===== src/rtl/vga_fb_arbiter.sv =====
// vga_fb_arbiter
// Two-master arbiter in front of a single-port frame-buffer memory.
// The video-in side writes pixels and the VGA scan-out side reads them.
// Reads win by default so the display never starves. A bounded wait
// counter forces a write through after MAX_WAIT refused cycles, so
// video-in can never be locked out.
//
// Handshake (both masters): a request is raised with its address/data and
// held stable until the matching ack is seen high in the same cycle. The
// transfer happens on the rising edge where req && ack. The ack is
// combinational from the current request and the wait counter.
//
// Memory side: one registered command per cycle (mem_en / mem_we /
// mem_addr / mem_wdata). Read data comes back RD_LAT cycles after the
// read command cycle. It is registered into rd_data with a one-cycle
// rd_valid pulse. A shift register of RD_LAT+1 valid bits tracks the
// reads that are in flight, so back-to-back reads return back-to-back
// and in issue order.

module vga_fb_arbiter #(
  parameter int ADDR_W   = 19,
  parameter int DATA_W   = 24,
  parameter int RD_LAT   = 2,
  parameter int MAX_WAIT = 4
) (
  input  logic              clock,
  input  logic              aresetn,

  input  logic              wr_req,
  input  logic [ADDR_W-1:0] wr_addr,
  input  logic [DATA_W-1:0] wr_data,
  output logic              wr_ack,

  input  logic              rd_req,
  input  logic [ADDR_W-1:0] rd_addr,
  output logic              rd_ack,
  output logic              rd_valid,
  output logic [DATA_W-1:0] rd_data,

  output logic              mem_en,
  output logic              mem_we,
  output logic [ADDR_W-1:0] mem_addr,
  output logic [DATA_W-1:0] mem_wdata,
  input  logic [DATA_W-1:0] mem_rdata
);

  // Starvation limit expressed in the counter's own 4-bit width.
  localparam logic [3:0] WAIT_LIMIT = 4'(MAX_WAIT);

  // Number of consecutive cycles the pending write has been refused.
  logic [3:0] wait_cnt;
  logic       wait_full;

  // Handshake events of the current cycle.
  logic       wr_hs;
  logic       rd_hs;

  // In-flight read tracker: bit k set means a read command was issued
  // k cycles before the current cycle. Bit RD_LAT lines up with mem_rdata.
  logic [RD_LAT:0] rd_pipe;

  assign wait_full = (wait_cnt == WAIT_LIMIT);

  // Grant selection: reads have priority unless the write has waited MAX_WAIT cycles.
  always_comb begin
    wr_ack = 1'b0;
    rd_ack = 1'b0;
    if (aresetn) begin
      if (wr_req && rd_req) begin
        wr_ack = wait_full;
        rd_ack = !wait_full;
      end else begin
        wr_ack = wr_req;
        rd_ack = rd_req;
      end
    end
  end

  assign wr_hs = wr_req && wr_ack;
  assign rd_hs = rd_req && rd_ack;

  // Write wait counter: clear on a write transfer or when no write is pending,
  // otherwise count refused cycles, saturating at the limit.
  always_ff @(posedge clock) begin
    if (!aresetn) begin
      wait_cnt <= 4'd0;
    end else if (!wr_req || wr_hs) begin
      wait_cnt <= 4'd0;
    end else if (!wait_full) begin
      wait_cnt <= wait_cnt + 4'd1;
    end
  end

  // Memory command register: load the granted command, else idle and hold address/data.
  always_ff @(posedge clock) begin
    if (!aresetn) begin
      mem_en    <= 1'b0;
      mem_we    <= 1'b0;
      mem_addr  <= '0;
      mem_wdata <= '0;
    end else if (wr_hs) begin
      mem_en    <= 1'b1;
      mem_we    <= 1'b1;
      mem_addr  <= wr_addr;
      mem_wdata <= wr_data;
    end else if (rd_hs) begin
      mem_en    <= 1'b1;
      mem_we    <= 1'b0;
      mem_addr  <= rd_addr;
    end else begin
      mem_en    <= 1'b0;
      mem_we    <= 1'b0;
    end
  end

  // In-flight read tracker: shift in one bit per read transfer; reset drops every pending read.
  always_ff @(posedge clock) begin
    if (!aresetn) begin
      rd_pipe <= '0;
    end else begin
      rd_pipe <= {rd_pipe[RD_LAT-1:0], rd_hs};
    end
  end

  // Read return: capture mem_rdata when the oldest tracked read lines up with it.
  always_ff @(posedge clock) begin
    if (!aresetn) begin
      rd_valid <= 1'b0;
      rd_data  <= '0;
    end else begin
      rd_valid <= rd_pipe[RD_LAT];
      if (rd_pipe[RD_LAT]) begin
        rd_data <= mem_rdata;
      end
    end
  end

endmodule


===== config.mk =====
export PLATFORM = sky130hd
export DESIGN_NAME = vga_fb_arbiter
export DESIGN_NICKNAME = d
export VERILOG_FILES = /design/src/rtl/vga_fb_arbiter.sv
export SDC_FILE = /design/constraint.sdc
export NUM_CORES = 1
export LEC_CHECK = 0
export BUFFER_PORTS_ARGS = -buffer_cell sky130_fd_sc_hd__buf_2
export CAP_MARGIN = 20
export CORE_MARGIN = 8
export CORE_UTILIZATION = 25
export DETAILED_ROUTE_END_ITERATION = 8
export PLACE_DENSITY_LB_ADDON = 0.25
export SYNTH_ARGS = -nofsm -noshare
export SYNTH_HDL_FRONTEND = slang
export SYNTH_SLANG_ARGS = --single-unit

===== constraint.sdc =====
create_clock -name clock -period 1.9 [get_ports clock]
set_input_delay 0.19 -clock clock [delete_from_list [all_inputs] [get_ports clock]]
set_output_delay 0.19 -clock clock [all_outputs]
set_load 0.02 [all_outputs]

==> results.tsv <==
metric	value	unit
rsz0062_at_grt	false	
status	finished clean	
crit_chain	inv_1 > ha_2 > nand3b_4 > o211a_1 > buf_8 > buf_4	
io_buffers	161	
drv_cap	0	
slew_headroom	59.4	%
grt_max_degree	29	
n_fill_cell	1208	
start_util	25.7	%
drv_slew	0	
nets	534	
track_usage	10.9	%
insertion_delay	330	ps
synth_top_cell_by_area	dfxtp_1	
clock-sinks	77	
syn-num-nets	376	
cts_tree	done	
tns	0	ps
slowest_delay	340	ps
dieWidth	124	µm
cts_hold_buf	0	
fmax	0.552	GHz
dp_slack	281	ps
path_class	reg -> out	
reg2reg_depth	6	
rr_startpoint	wait_cnt[0]$_SDFFE_PP0P_	
wl_per_cell	14.6	µm
synth_top_area_share	52.6	%
finalWorstSetupSlack	88.5	ps
die_h	124	µm
place.gp.congestion	0.699	
slowest_stage	dfxtp_2	
synth_edf_count	0	
powerDensity	949	nW/µm²
min_period	1810	ps
drc	0	
hold_start	rd_addr[6]	
cts_buffer_depth	2	
ys_seq_area_share	52.6	%
dr.first_iter.drc_count	126	
rows	39	
vdd_drop_max	0.501	mV
skew	9.74	ps
avgViaCountPerCell	4.30	
syn_area	2930	µm²
synth_cells	284	
drive_above_1_share	43.2	%
vias	2538	
grt_overflow_total	0	
worstMarginPinSlew	609	ps
critPathMaxFanout	20	
place_hpwl	6520	µm
grt_pass1_wl	14200	µm
holdPathEnd	mem_addr[6]$_SDFFE_PN0P_	
synth_cell_type_count	27	
routed_wl	8610	µm
hold_path_class	in -> reg	
setup.worst_path.end_class	output pin	
start_kind	register	
numCtsBuffers	9	
ys.flop_type	dfxtp_1	
ant_nets	0	
root_buffer	clkbuf_16	
finalCritPeriodShare	95.3	%
holdPathStages	2	
setup_viol	0	
hold_viol	0	
ys_async_sr_fraction	0	%
synth_area_leaders	dfxtp_1 (53%), mux2i_1 (8.2%), a221o_1 (6.5%)	
cts.htree.levels	3	
arrival	1620	ps
synth.ff_latch_count	77	
p_leak	1.93	nW
yosysWarnings	0	
fin_total_pwr	0.00395	W
r2r_end	mem_addr[3]$_SDFFE_PN0P_	
antennaDiodeCount	0	
core-area	11400	µm²
area.growth.synth_to_final	41.8	%
synth.avg_cell_area	10.3	µm²
first_pass_iters	4	
whs	78.0	ps
regToRegSetupSlack	360	ps
clk_pin_slew	70	ps
first_global_vias	2795	
antenna_found_initial	0	
boundaryPins	162	
die_area	15500	µm²
postLayoutCoreUtil	36.4	%
cp.required	1710	ps
==> power by group <==
group	internal, W	total [W]	leakage [nW]	switching, W
clock network	0.00105	0.00177	0.151	0.000722
registers	0.00169	0.00173	0.631	0.0000362
logic	0.000198	0.000451	1.15	0.000254
==> registers in the layout, summed over array words and instances (netlist names) <==
register / flops
mem_wdata: 24
rd_valid: 1
mem_we: 1
wait_cnt: 4
rd_data: 24
mem_addr: 19
mem_en: 1
rd_pipe: 3
==> synthesized netlist by cell type (2+ instances only) <==
cell      number
dfxtp_1       77
nand2_1       49
mux2i_1       24
nor2b_1       24
o22ai_1       24
and2_1        23
a221o_1       19
buf_2          9
buf_6          6
clkbuf_1       5
inv_1          3
nor3_1         3
buf_4          2
ha_1           2
o211a_1        2
==> worst max-delay path by stage <==
stage / slack, ps / start / endpoint / cells past startpoint
final: 90 / wait_cnt[0]$_SDFFE_PP0P_ / rd_ack / 6
after global routing: 0.03 / wait_cnt[0]$_SDFFE_PP0P_ / rd_ack / 6
after CTS: 10 / wait_cnt[0]$_SDFFE_PP0P_ / rd_ack / 6
after detailed placement: 280 / wait_cnt[0]$_SDFFE_PP0P_ / mem_wdata[9]$_SDFFE_PN0P_ / 5
after global placement: 360 / wait_cnt[0]$_SDFFE_PP0P_ / mem_wdata[21]$_SDFFE_PN0P_ / 5
after floorplan: 450 / wait_cnt[0]$_SDFFE_PP0P_ / mem_addr[10]$_SDFFE_PN0P_ / 6
==> layout by cell type, fill, tap and decap left out <==
cell        netlist  final
and3_1            1      1
and2_1           23     23
buf_8             0      1
nand3_1           1      1
o21a_1            1      1
ha_1              2      1
nor3_1            3      3
inv_1             3      3
a21oi_4           1      1
clkinvlp_4        0      1
xnor2_1           1      1
buf_2             9    160
ha_2              0      1
nor2b_1          24     24
o211a_1           2      2
o22ai_1          24     24
buf_4             2      9
a21oi_1           1      1
mux2i_1          24     24
clkbuf_16         0      9
nand3b_4          1      1
nand2_1          49     49
xor2_1            1      1
inv_6             0      3
dfxtp_1          77     76
nand2_2           1      1
inv_8             0      2
nor3b_4           1      1
bufinv_16         0      1
dfxtp_2           0      1
a221o_1          19     19
and2_2            1      1
==> critical path, delay by kind of cell (launching register included) <==
kind,cells,cell delay [ps]
flops,1,340
buf+inv,3,380
simple gates,1,120
fa+ha+maj,1,190
compound gates,1,260
==> logic make-up after synthesis <==
family                     synth area share [%]
DFF                                        52.6
buffers and inverters                      5.55
AOI/OAI and AO/OA                          13.3
adders and majority gates                 0.853
and+or+nand+nor                            19.0
xor gates and xnor gates                  0.597
muxes                                      8.19
==> metrics by stage <==
| step | cell area, µm² | std cells |
|---|---|---|
| floorplan | 2930 | 284 |
| CTS | 4150 | 590 |
| detailed placement | 3830 | 574 |
| global placement | 3830 | 574 |
| finish | 4160 | 590 |
| global route | 4160 | 590 |
==> final cells by class <==
| cell class | count | area [µm²] | area share [%] |
|---|---|---|---|
| clock buffer | 9 | 225 | 5.42 |
| sequential | 77 | 1540 | 37.1 |
| timing repair buffer | 170 | 883 | 21.2 |
| multi-input combinational | 181 | 1230 | 29.6 |
| inverter | 3 | 11.3 | 0.271 |
| tap | 143 | 179 | 4.30 |
| clock inverter | 7 | 86.3 | 2.08 |
==> per-layer routing <==
metal | GRT usage (%) | part of all wire, %
met1 | 13.5 | 46
met5 | 0 | 0
met4 | 3.83 | 1.1
met2 | 16.9 | 45
met3 | 4.17 | 7.5
==> what timing repair did <==
action / CTS / global route
gates resized for setup: 1 / 4
buffers inserted: 0 / 0
setup endpoints to repair: 1 / 2
pin swaps: 0 / 0
Note: power is estimated with default switching activity, not from simulation.
